File: src/rtl/spi_boot_sequencer_pkg.sv
// Shared types and constants for the SPI boot sequencer.
package storage_boot_pkg;

  typedef enum logic [2:0] {
    IDLE  = 3'd0,
    SETUP = 3'd1,
    CMD   = 3'd2,
    ADDR  = 3'd3,
    DATA  = 3'd4,
    DONE  = 3'd5,
    ERR   = 3'd6
  } boot_state_e;

  localparam int         CMD_BITS     = 8;
  localparam int         WORD_BITS    = 16;
  localparam logic [7:0] DEF_READ_CMD = 8'h03;

  // Running checksum is a plain mod-2^16 sum of the streamed words.
  function automatic logic [WORD_BITS-1:0] csum_add(input logic [WORD_BITS-1:0] acc,
                                                    input logic [WORD_BITS-1:0] word);
    return acc + word;
  endfunction

endpackage

File: src/rtl/spi_boot_sequencer_if.sv
// Storage-side serial lines plus core-memory write port of the boot sequencer.
// master = the sequencer, slave = storage device / memory / bus owners.
interface spi_boot_sequencer_if #(parameter int ADDR_W = 16) ();
  logic              o_bootEn;
  logic              o_bootSDI;
  logic              i_storeSDO;
  logic [ADDR_W-1:0] o_memAddr;
  logic [15:0]       o_memData;
  logic              o_memWr;
  logic              o_isBooted;
  logic              o_bootErr;

  modport master (
    output o_bootEn, o_bootSDI, o_memAddr, o_memData, o_memWr, o_isBooted, o_bootErr,
    input  i_storeSDO
  );

  modport slave (
    input  o_bootEn, o_bootSDI, o_memAddr, o_memData, o_memWr, o_isBooted, o_bootErr,
    output i_storeSDO
  );
endinterface

File: src/rtl/spi_boot_sequencer_shift_reg.sv
// 16-bit shifter: parallel load, MSB-first serial out, serial in at bit 0.
// A 4-bit bit counter wraps 15->0; o_wordDone flags the shift that completes a word.
module boot_shift_reg
  import storage_boot_pkg::*;
(
  input  logic                 i_clk,
  input  logic                 i_rst,
  input  logic                 i_load,
  input  logic [WORD_BITS-1:0] i_loadVal,
  input  logic                 i_shift,
  input  logic                 i_sin,
  output logic [WORD_BITS-1:0] o_shNext,
  output logic [3:0]           o_bitCnt,
  output logic                 o_wordDone
);

  logic [WORD_BITS-1:0] sh_q, sh_d;
  logic [3:0]           cnt_q, cnt_d;

  // Next shifter contents: load has priority over shift.
  always_comb begin
    sh_d  = sh_q;
    cnt_d = cnt_q;
    if (i_load) begin
      sh_d  = i_loadVal;
      cnt_d = 4'd0;
    end else if (i_shift) begin
      sh_d  = {sh_q[WORD_BITS-2:0], i_sin};
      cnt_d = cnt_q + 4'd1;
    end else begin
      sh_d  = sh_q;
      cnt_d = cnt_q;
    end
  end

  // Shifter and bit counter registers.
  always_ff @(posedge i_clk or posedge i_rst) begin
    if (i_rst) begin
      sh_q  <= 16'h0000;
      cnt_q <= 4'd0;
    end else begin
      sh_q  <= sh_d;
      cnt_q <= cnt_d;
    end
  end

  assign o_shNext   = sh_d;
  assign o_bitCnt   = cnt_q;
  assign o_wordDone = i_shift && !i_load && (cnt_q == 4'd15);

endmodule

File: src/rtl/spi_boot_sequencer.sv
// SPI boot sequencer: sends READ_CMD + START_ADDR, streams NUM_WORDS words
// into core memory, then flags boot complete.
// Optional: define BOOT_CHECKSUM_EN to treat the last word as a checksum.
module spi_boot_sequencer
  import storage_boot_pkg::*;
#(
  parameter int          NUM_WORDS  = 32768,
  parameter int          ADDR_W     = 16,
  parameter logic [7:0]  READ_CMD   = DEF_READ_CMD,
  parameter logic [15:0] START_ADDR = 16'h0000
) (
  input  logic                 i_clk,
  input  logic                 i_rst,
  spi_boot_sequencer_if.master bus
);

  localparam logic [ADDR_W-1:0] LAST_WORD = ADDR_W'(NUM_WORDS - 1);

  boot_state_e       state_q, state_d;
  logic [ADDR_W-1:0] wordCnt_q, wordCnt_d;
  logic              lastWord_s;

  logic              shLoad_s, shShift_s, wordDone_s;
  logic [15:0]       shLoadVal_s, shNext_s;
  logic [3:0]        bitCnt_s;

  logic              bootEn_q, bootEn_d;
  logic              bootSDI_q, bootSDI_d;
  logic              memWr_q, memWr_d;
  logic [ADDR_W-1:0] memAddr_q, memAddr_d;
  logic [15:0]       memData_q, memData_d;
  logic              isBooted_q, isBooted_d;
  logic              writeOk_s;
`ifdef BOOT_CHECKSUM_EN
  logic [15:0]       sum_q, sum_d;
  logic              bootErr_q, bootErr_d;
`endif

  assign lastWord_s = (wordCnt_q == LAST_WORD);

  boot_shift_reg u_shift (
    .i_clk      (i_clk),
    .i_rst      (i_rst),
    .i_load     (shLoad_s),
    .i_loadVal  (shLoadVal_s),
    .i_shift    (shShift_s),
    .i_sin      (bus.i_storeSDO),
    .o_shNext   (shNext_s),
    .o_bitCnt   (bitCnt_s),
    .o_wordDone (wordDone_s)
  );

  // State, word counter and checksum registers.
  always_ff @(posedge i_clk or posedge i_rst) begin
    if (i_rst) begin
      state_q   <= IDLE;
      wordCnt_q <= {ADDR_W{1'b0}};
`ifdef BOOT_CHECKSUM_EN
      sum_q     <= 16'h0000;
`endif
    end else begin
      state_q   <= state_d;
      wordCnt_q <= wordCnt_d;
`ifdef BOOT_CHECKSUM_EN
      sum_q     <= sum_d;
`endif
    end
  end

  // Next state: fixed-length command/address phases, then word-counted data.
  always_comb begin
    state_d   = state_q;
    wordCnt_d = wordCnt_q;
`ifdef BOOT_CHECKSUM_EN
    sum_d     = sum_q;
`endif
    case (state_q)
      IDLE:  state_d = SETUP;
      SETUP: state_d = CMD;
      CMD: begin
        if (bitCnt_s == 4'd7) state_d = ADDR;
        else                  state_d = CMD;
      end
      ADDR: begin
        if (bitCnt_s == 4'd15) state_d = DATA;
        else                   state_d = ADDR;
      end
      DATA: begin
        if (wordDone_s) begin
          if (lastWord_s) begin
`ifdef BOOT_CHECKSUM_EN
            if (shNext_s == sum_q) state_d = DONE;
            else                   state_d = ERR;
`else
            state_d = DONE;
`endif
          end else begin
            wordCnt_d = wordCnt_q + {{(ADDR_W-1){1'b0}}, 1'b1};
`ifdef BOOT_CHECKSUM_EN
            sum_d     = csum_add(sum_q, shNext_s);
`endif
          end
        end else begin
          state_d = DATA;
        end
      end
      DONE:    state_d = DONE;
      ERR:     state_d = ERR;
      default: state_d = IDLE;
    endcase
  end

  // Shifter control: load opcode, then address, then clear before data.
  always_comb begin
    shLoad_s    = 1'b0;
    shLoadVal_s = 16'h0000;
    shShift_s   = 1'b0;
    case (state_q)
      IDLE: begin
        shLoad_s    = 1'b1;
        shLoadVal_s = {READ_CMD, 8'h00};
      end
      CMD: begin
        if (bitCnt_s == 4'd7) begin
          shLoad_s    = 1'b1;
          shLoadVal_s = START_ADDR;
        end else begin
          shShift_s = 1'b1;
        end
      end
      ADDR: begin
        if (bitCnt_s == 4'd15) begin
          shLoad_s    = 1'b1;
          shLoadVal_s = 16'h0000;
        end else begin
          shShift_s = 1'b1;
        end
      end
      DATA:    shShift_s = 1'b1;
      default: shShift_s = 1'b0;
    endcase
  end

  // Output next values; the write hold registers keep addr/data between strobes.
  always_comb begin
`ifdef BOOT_CHECKSUM_EN
    writeOk_s = !lastWord_s;
    bootErr_d = (state_q == ERR);
`else
    writeOk_s = 1'b1;
`endif
    bootEn_d = (state_d inside {SETUP, CMD, ADDR, DATA});
    if (state_d inside {SETUP, CMD, ADDR}) bootSDI_d = shNext_s[15];
    else                                    bootSDI_d = 1'b0;
    memWr_d   = 1'b0;
    memAddr_d = memAddr_q;
    memData_d = memData_q;
    if ((state_q == DATA) && wordDone_s && writeOk_s) begin
      memWr_d   = 1'b1;
      memAddr_d = wordCnt_q;
      memData_d = shNext_s;
    end else begin
      memWr_d = 1'b0;
    end
    isBooted_d = (state_q == DONE);
  end

  // Registered outputs.
  always_ff @(posedge i_clk or posedge i_rst) begin
    if (i_rst) begin
      bootEn_q   <= 1'b0;
      bootSDI_q  <= 1'b0;
      memWr_q    <= 1'b0;
      memAddr_q  <= {ADDR_W{1'b0}};
      memData_q  <= 16'h0000;
      isBooted_q <= 1'b0;
`ifdef BOOT_CHECKSUM_EN
      bootErr_q  <= 1'b0;
`endif
    end else begin
      bootEn_q   <= bootEn_d;
      bootSDI_q  <= bootSDI_d;
      memWr_q    <= memWr_d;
      memAddr_q  <= memAddr_d;
      memData_q  <= memData_d;
      isBooted_q <= isBooted_d;
`ifdef BOOT_CHECKSUM_EN
      bootErr_q  <= bootErr_d;
`endif
    end
  end

  assign bus.o_bootEn   = bootEn_q;
  assign bus.o_bootSDI  = bootSDI_q;
  assign bus.o_memWr    = memWr_q;
  assign bus.o_memAddr  = memAddr_q;
  assign bus.o_memData  = memData_q;
  assign bus.o_isBooted = isBooted_q;
`ifdef BOOT_CHECKSUM_EN
  assign bus.o_bootErr  = bootErr_q;
`else
  assign bus.o_bootErr  = 1'b0;
`endif

endmodule
File: src/flat_wrapper.sv
// flat-port wrapper written by rule: the top's interface ports become plain ports
module spi_boot_sequencer_flat import storage_boot_pkg::*;
#(
  parameter int          NUM_WORDS  = 32768,
  parameter int          ADDR_W     = 16,
  parameter logic [7:0]  READ_CMD   = DEF_READ_CMD,
  parameter logic [15:0] START_ADDR = 16'h0000
)
  (i_clk, i_rst, bus_o_bootEn, bus_o_bootSDI, bus_o_memAddr, bus_o_memData, bus_o_memWr, bus_o_isBooted, bus_o_bootErr, bus_i_storeSDO);
  spi_boot_sequencer_if #(.ADDR_W(ADDR_W)) bus_i ();
  input  logic i_clk;
  input  logic i_rst;
  output wire logic [$bits(bus_i.o_bootEn)-1:0] bus_o_bootEn;
  output wire logic [$bits(bus_i.o_bootSDI)-1:0] bus_o_bootSDI;
  output wire logic [$bits(bus_i.o_memAddr)-1:0] bus_o_memAddr;
  output wire logic [$bits(bus_i.o_memData)-1:0] bus_o_memData;
  output wire logic [$bits(bus_i.o_memWr)-1:0] bus_o_memWr;
  output wire logic [$bits(bus_i.o_isBooted)-1:0] bus_o_isBooted;
  output wire logic [$bits(bus_i.o_bootErr)-1:0] bus_o_bootErr;
  input wire logic [$bits(bus_i.i_storeSDO)-1:0] bus_i_storeSDO;
  assign bus_o_bootEn = bus_i.o_bootEn;
  assign bus_o_bootSDI = bus_i.o_bootSDI;
  assign bus_o_memAddr = bus_i.o_memAddr;
  assign bus_o_memData = bus_i.o_memData;
  assign bus_o_memWr = bus_i.o_memWr;
  assign bus_o_isBooted = bus_i.o_isBooted;
  assign bus_o_bootErr = bus_i.o_bootErr;
  assign bus_i.i_storeSDO = bus_i_storeSDO;
  spi_boot_sequencer #(.NUM_WORDS(NUM_WORDS), .ADDR_W(ADDR_W), .READ_CMD(READ_CMD), .START_ADDR(START_ADDR)) u_core (.i_clk(i_clk), .i_rst(i_rst), .bus(bus_i));
endmodule
File: config.mk
export PLATFORM = sky130hd
export DESIGN_NAME = spi_boot_sequencer_flat
export DESIGN_NICKNAME = d
export VERILOG_FILES = /design/src/rtl/spi_boot_sequencer_pkg.sv /design/src/rtl/spi_boot_sequencer_if.sv /design/src/rtl/spi_boot_sequencer_shift_reg.sv /design/src/rtl/spi_boot_sequencer.sv /design/src/flat_wrapper.sv
export SDC_FILE = /design/constraint.sdc
export NUM_CORES = 1
export LEC_CHECK = 0
export CORE_ASPECT_RATIO = 1.75
export CORE_MARGIN = 5
export CORE_UTILIZATION = 41
export CTS_CLUSTER_SIZE = 12
export DETAILED_ROUTE_END_ITERATION = 16
export DONT_BUFFER_PORTS = 1
export GPL_TIMING_DRIVEN = 1
export PLACE_DENSITY = 0.53
export SETUP_SLACK_MARGIN = 0.3
export SKIP_CTS_REPAIR_TIMING = 1
export SKIP_LAST_GASP = 1
export SYNTH_ARGS = -nofsm -noshare
export SYNTH_HDL_FRONTEND = slang
export SYNTH_HIERARCHICAL = 1
export SYNTH_SLANG_ARGS = --single-unit
File: constraint.sdc
create_clock -name i_clk -period 2.7 [get_ports i_clk]
set_input_delay 0.54 -clock i_clk [delete_from_list [all_inputs] [get_ports i_clk]]
set_output_delay 0.54 -clock i_clk [all_outputs]
set_load 0.05 [all_outputs]
# Yosys cells after proc, flatten, opt, wreduce, memory -nomap -nowiden
# Cells that the tools add are included.
# word_totals
regBits,75
wordCells,53
latchBits,0
input_bits,3
mem_bits_ro,0
mem_bits_rw,0
mem_count,0
# classes
muxes,18
n_lt_le_gt_ge,0
n_shift,0
addsub,2
reduce_logical,9
n_eq_ne,13
n_mul,0
bitwise_logic,1
n_div,0
# op_table
op,n
16-bit two-way mux,2
3-bit case mux with 7 select lines,1
16-bit by 1-bit adder with 16-bit output (second input constant),1
16-bit by 15-bit == test with 1-bit output (second input constant),1
3-bit by 2-bit == test with 1-bit output (second input constant),4
3-bit == test (second input constant),4
10-bit two-way mux,1
3-bit two-way mux,3
4-bit two-way mux,2
1-bit two-way mux,7
3-bit by 1-bit == test with 1-bit output (second input constant),2
1-bit case mux with 3 select lines,2
4-bit by 1-bit adder with 4-bit output (second input constant),1
4-bit by 3-bit == test with 1-bit output (second input constant),1
4-bit == test (second input constant),1
4-bit nonzero test,1
1-bit logical AND,3
3-bit logical NOT,1
3-bit AND reduction,1
3-bit nonzero test,1
2-bit nonzero test,1
1-bit logical NOT,1
1-bit inverter,1

# Depth between registers and ports, before layout
# depth
word_depth,11
depth_mapped,14
ltp_nobuf,10

# Modules after synthesis
# The synthesis kept the hierarchy.
# modules_own_cells
mod,cells_each,n_inst,seq_area_each_um2,area_per_inst_um2
spi_boot_sequencer,187,1,1376.3,2413.6
boot_shift_reg,89,1,500.5,977.2

# Worst setup path after synthesis
# No wires, ideal clock.
# synth_path
kind,flip-flop to flip-flop
start,register u_core.state_q[2]
end,register u_core.wordCnt_q[15]
path_stages_with_launch,11
t_arrival_ps,2361
slack_ps,215
path_buffers,3
synth_period_minus_slack_ps,2485
setup_time_ps,125
path_cell_list,dfrtp_1 -> clkbuf_1 -> a21oi_1 -> o32ai_1 -> buf_6 -> buf_8 -> and4_1 -> and4bb_4 -> nand2_4 -> nor4_2 -> mux2_2
# synth_between
word_cells_on_any_way,10
# synth_rtl
element,line,rtl
start: declaration,spi_boot_sequencer.sv:19,"boot_state_e state_q, state_d;"
start signal: assignment,spi_boot_sequencer.sv:62,state_q <= state_d;
3-bit == test / 3-bit by 2-bit == test with 1-bit output (equally long branches),spi_boot_sequencer.sv:118,case (state_q)
1-bit case mux with 3 select lines (*),spi_boot_sequencer.sv:118,
net u_core.shShift_s,spi_boot_sequencer.sv:23,"logic shLoad_s, shShift_s, wordDone_s;"
1-bit logical AND (*) (2 in series),spi_boot_sequencer_shift_reg.sv:49,assign o_wordDone = i_shift && !i_load && (cnt_q == 4'd15);
net u_core.wordDone_s,spi_boot_sequencer.sv:23,
3-bit AND reduction (no source line) (*),-,
end signal: assignment,spi_boot_sequencer.sv:57,wordCnt_q <= {ADDR_W{1'b0}};
end signal: assignment,spi_boot_sequencer.sv:63,wordCnt_q <= wordCnt_d;
end: declaration,spi_boot_sequencer.sv:20,"logic [ADDR_W-1:0] wordCnt_q, wordCnt_d;"
# Mark *: on every way through the listed nets, which the timed path passes. The rest lies on a longest branch.
# A chain may end at the register's enable or synchronous reset.

# Final worst setup path
# layout_path
start,"register u_core.u_shift.cnt_q[1], in the netlist u_core/u_shift/o_bitCnt[1]"
end,register u_core.wordCnt_q[15]
# layout_between
elab_chain_cells,7
word_cells_on_any_way,12
# layout_rtl
element,line,rtl
start: declaration,spi_boot_sequencer_shift_reg.sv:18,"logic [3:0] cnt_q, cnt_d;"
start signal: assignment,spi_boot_sequencer_shift_reg.sv:43,cnt_q <= cnt_d;
4-bit == test / 4-bit by 3-bit == test with 1-bit output (equally long branches),"spi_boot_sequencer.sv:132, spi_boot_sequencer.sv:124",
"1-bit two-way mux, on equally long branches","spi_boot_sequencer.sv:132, spi_boot_sequencer.sv:124",
1-bit case mux with 3 select lines (*),spi_boot_sequencer.sv:118,
net u_core.shLoad_s,spi_boot_sequencer.sv:23,
1-bit logical NOT (*),spi_boot_sequencer_shift_reg.sv:49,
1-bit logical AND (*) (2 in series),spi_boot_sequencer_shift_reg.sv:49,
net u_core.wordDone_s,spi_boot_sequencer.sv:23,
3-bit AND reduction (no source line) (*),-,
# Marked as above.

==> impl_metrics.py <==
metrics = {
    "power_and_ir_drop": {
        "netSwitchingFraction_pct": 22.00,
        "p_clk_share_pct": 52.5,
        "share_seq_of_total_power_pct": 45.4,
        "combinationalPowerShare_pct": 2.2,
        "power_switching_uw": 585.8,
        "p_int_mw": 2.077,
        "power.density_mw_per_mm2": 672.3,
        "power.ir.vdd_worst_uv": 430.9,
        "leakage_power_figure_nw": 1.919,
    },
    "die": {
        "core_sq_mm": 0.008203,
        "io_pins": 40,
        "initial_utilization_pct": 41.34,
        "cell_row_count": 44,
        "dieHeight_um": 130.3,
        "die-width_um": 78.75,
        "floorplan.die_area_sq_mm": 0.01026,
    },
    "grt": {
        "grt_pass1_wl_mm": 11.13,
        "grt_pass1_vias": 2155,
        "grt_antenna_before_repair": 0,
        "pin_count_of_the_biggest_net_entering_global_routing": 37,
        "grt_usage_pct": 14.52,
        "global_route.overflow_total": 0,
    },
    "logic_synthesis": {
        "dominantRegCellSynth": "sky130_fd_sc_hd__dfrtp_1",
        "netlist.area_leader.share_pct": 55.35,
        "synth-edff-count": 0,
        "mean_instance_size_in_the_synthesized_netlist_sq_um": 12.29,
        "mappedNetlistArea_sq_mm": 0.003391,
        "ys.warnings.count": 6,
        "main_area_contributors_after_synthesis": "sky130_fd_sc_hd__dfrtp_1 (55%), sky130_fd_sc_hd__mux2_2 (11%), sky130_fd_sc_hd__mux2i_1 (5.0%), sky130_fd_sc_hd__xor2_1 (2.8%), sky130_fd_sc_hd__nand2_1 (2.5%)",
        "synth_area_leader_cell": "sky130_fd_sc_hd__dfrtp_1",
        "ys_types": 48,
        "yosysSeqAreaShare_pct": 55.35,
        "postSynthCellCount": 276,
        "synth_async_sr_flop_share_pct": 100.0,
        "ys_seq_elements": 75,
    },
    "route": {
        "wirelength_mm": 6.768,
        "detailroute.via_count": 2107,
        "ant_nets": 0,
        "drt_pass1_iterations": 4,
        "post_drt_via_cell_ratio": 5.334,
        "residual_drc_count": 0,
        "initial_detailed_routing_violation_count": 73,
        "post_drt_wl_per_cell_um": 17.13,
    },
    "timing": {
        "final_period_minus_worst_setup_slack_ns": 2.334,
        "grt_setup_unrepaired": "true",
        "timing.final.crit_share_pct": 86.44,
        "setup-violations-final": 0,
        "worst_clock_skew_ns": 0.007437,
        "worst_setup_margin_ns": 0.3662,
        "timing.max_slew.rel_slack_pct": 47.17,
        "timing_hold_violations_final": 0,
        "worst_slew_pin_slew_ns": 0.7917,
        "timing.final.max_slew_violations": 0,
        "final_sum_of_negative_setup_slack_ns": 0,
        "max_freq_mhz": 428.5,
    },
    "finish": {
        "area_delta_synth_final_pct": 16.79,
        "final-instance-count-excl-fill": 395,
        "post_route_cells_drive_above_1_share_pct": 29.37,
        "design.final.nets": 303,
        "n_antenna_cell": 0,
        "layout.cell_area.non_filler_sq_mm": 0.003960,
        "finalCoreUtilization_pct": 48.28,
    },
    "clocking": {
        "clk_latency_ns": 0.34,
        "cts_buffer_depth": 2,
        "cts_tree": "done",
        "cts_buffer_count": 9,
        "clkSinkCount": 75,
        "clock-root-buffer": "sky130_fd_sc_hd__clkbuf_16",
        "worst_setup_hold_path_clk_slew_ns": 0.06,
        "cts.htree.levels": 3,
    },
    "placement": {
        "hpwl_mm": 4.783,
        "buffer_ports.inserted": 0,
        "place.gp.congestion": 0.8316,
        "worst_slack_at_placement_ns": 0.2416,
        "postPlaceCellArea_sq_mm": 0.003522,
        "place_inst": 375,
    },
    "run_status": {
        "status": "finished, final reports clean",
    },
    "worst_setup_path": {
        "crit_path_start_kind": "flip-flop",
        "critical_path.startpoint": "u_core/u_shift/o_bitCnt[1]",
        "r2r-start": "u_core/u_shift/o_bitCnt[1]",
        "maximum_fanout_along_the_worst_path": 6,
        "endpoint_kind": "flip-flop",
        "timing.critical_path.required_ns": 2.92,
        "setup.worst_path.class": "flip-flop to flip-flop",
        "timing.critical_path.arrival_ns": 2.55,
    },
    "run": {
        "max-cap-violations": 0,
    },
    "hold_path": {
        "worst_hold_path_type": "input port to asynchronous set/reset pin",
    },
}
==> cells in the final DEF (no fill, tap or decap), types with 2 or more instances in the layout <==
cell type                   instances
sky130_fd_sc_hd__inv_6              2
sky130_fd_sc_hd__o21ai_1           15
sky130_fd_sc_hd__nor4_2             2
sky130_fd_sc_hd__nand4_1            5
sky130_fd_sc_hd__mux2i_1           17
sky130_fd_sc_hd__buf_4             10
sky130_fd_sc_hd__xor2_1            11
sky130_fd_sc_hd__nand2_1           23
sky130_fd_sc_hd__ha_1               2
sky130_fd_sc_hd__clkbuf_16          9
sky130_fd_sc_hd__dfrtp_2            4
sky130_fd_sc_hd__conb_1            15
sky130_fd_sc_hd__mux2_2            33
sky130_fd_sc_hd__xnor2_1            2
sky130_fd_sc_hd__nor3_1             5
sky130_fd_sc_hd__buf_6              2
sky130_fd_sc_hd__and4_1             2
sky130_fd_sc_hd__nor2_1             8
sky130_fd_sc_hd__o21ai_0            3
sky130_fd_sc_hd__nor3_2             2
sky130_fd_sc_hd__nand3_2            2
sky130_fd_sc_hd__o211ai_1           2
sky130_fd_sc_hd__nand3_1            4
sky130_fd_sc_hd__mux2_4             2
sky130_fd_sc_hd__bufinv_16          3
sky130_fd_sc_hd__and3_1             2
sky130_fd_sc_hd__inv_1              6
sky130_fd_sc_hd__a21oi_1           12
sky130_fd_sc_hd__dfrtp_1           71
==> metrics by stage <==
stage	hold slack, ns	total power, mW
floorplan	0.4507	1.270
finish	0.1599	2.662
global route	0.2061	2.756
global placement	0.4912	1.290
detailed placement	0.4980	1.291
CTS	0.1737	2.703
==> routing by layer <==
layer	share of wire, %	global-route usage (%)
met5	0	0
met4	2.3	9.372
met3	4.2	3.936
met2	55	25.19
met1	39	15.38
==> kinds of logic (layout without fill, tap and decap cells) <==
| family | after synthesis | after routing | share of synthesized area [%] |
|---|---|---|---|
| DFF | 75 | 75 | 55.35 |
| adders and majority gates | 2 | 2 | 0.7379 |
| buffers and inverters | 23 | 36 | 4.465 |
| and+or+nand+nor | 70 | 70 | 11.96 |
| other | 1 | 15 | 0.1106 |
| muxes | 52 | 52 | 16.86 |
| AOI/OAI and AO/OA | 40 | 40 | 7.159 |
| xor gates and xnor gates | 13 | 13 | 3.358 |
==> power by group through the flow <==
stage               Combinational, mW  Sequential, mW  Clock, mW
global route                   0.0694            1.21       1.48
CTS                            0.0611            1.21       1.43
floorplan                      0.0474            1.22          0
finish                         0.0582            1.21       1.40
detailed placement             0.0609            1.23          0
global placement               0.0603            1.23          0
==> synth_stat cells, types with 3 or more instances <==
cell	number
sky130_fd_sc_hd__dfrtp_1	75
sky130_fd_sc_hd__mux2_2	33
sky130_fd_sc_hd__nand2_1	23
sky130_fd_sc_hd__mux2i_1	17
sky130_fd_sc_hd__o21ai_1	15
sky130_fd_sc_hd__a21oi_1	12
sky130_fd_sc_hd__xor2_1	11
sky130_fd_sc_hd__nor2_1	9
sky130_fd_sc_hd__buf_2	7
sky130_fd_sc_hd__inv_1	7
sky130_fd_sc_hd__nand3_1	6
sky130_fd_sc_hd__nor3_1	6
sky130_fd_sc_hd__nand4_1	5
sky130_fd_sc_hd__and4_1	3
sky130_fd_sc_hd__buf_4	3
sky130_fd_sc_hd__buf_6	3
sky130_fd_sc_hd__o21ai_0	3
==> critical path, cell delays in order (launching register included) <==
cell and delay [ns]:
sky130_fd_sc_hd__dfrtp_2 0.44, sky130_fd_sc_hd__nand4_1 0.14, sky130_fd_sc_hd__nor2_1 0.08, sky130_fd_sc_hd__a21oi_1 0.15
sky130_fd_sc_hd__nor2_2 0.06, sky130_fd_sc_hd__nor2b_2 0.13, sky130_fd_sc_hd__and4_4 0.24, sky130_fd_sc_hd__and4bb_4 0.32
sky130_fd_sc_hd__nand2_4 0.11, sky130_fd_sc_hd__nor4_4 0.17, sky130_fd_sc_hd__mux2_2 0.37
==> area by class of cell <==
type	count	area (sq um)
Fill cell	730	4243
Sequential cell	75	1882
Multi-Input combinational cell	192	1478
Clock buffer	9	225.2
Clock inverter	7	123.9
Tap cell	92	115.1
Timing Repair Buffer	13	110.1
Inverter	7	26.28
==> flip-flops by register name, summed over array words and instances, names as in the netlist <==
register / count
u_core/u_shift/o_bitCnt: 4
u_core/bus.o_memData: 16
u_core/bus.o_isBooted: 1
u_core/bus.o_bootSDI: 1
u_core/wordCnt_q: 16
u_core/u_shift/sh_q: 16
u_core/bus.o_memWr: 1
u_core/state_q: 3
u_core/bus.o_memAddr: 16
u_core/bus.o_bootEn: 1
==> path summary, 6_finish.rpt <==
check | to | slack (ns) | depth (start not counted)
max | u_core/wordCnt_q[15] | 0.37 | 10
max in group asynchronous | u_core/wordCnt_q[10] | 1.88 | 2
max reg2reg | u_core/wordCnt_q[15] | 0.37 | 10
min reg2reg | u_core/wordCnt_q[6] | 0.50 | 1
min | u_core/bus.o_memData[1] | 0.16 | 1
min in group i_clk | u_core/u_shift/sh_q[0] | 0.44 | 2
Note: power is estimated with default switching activity, not from simulation.
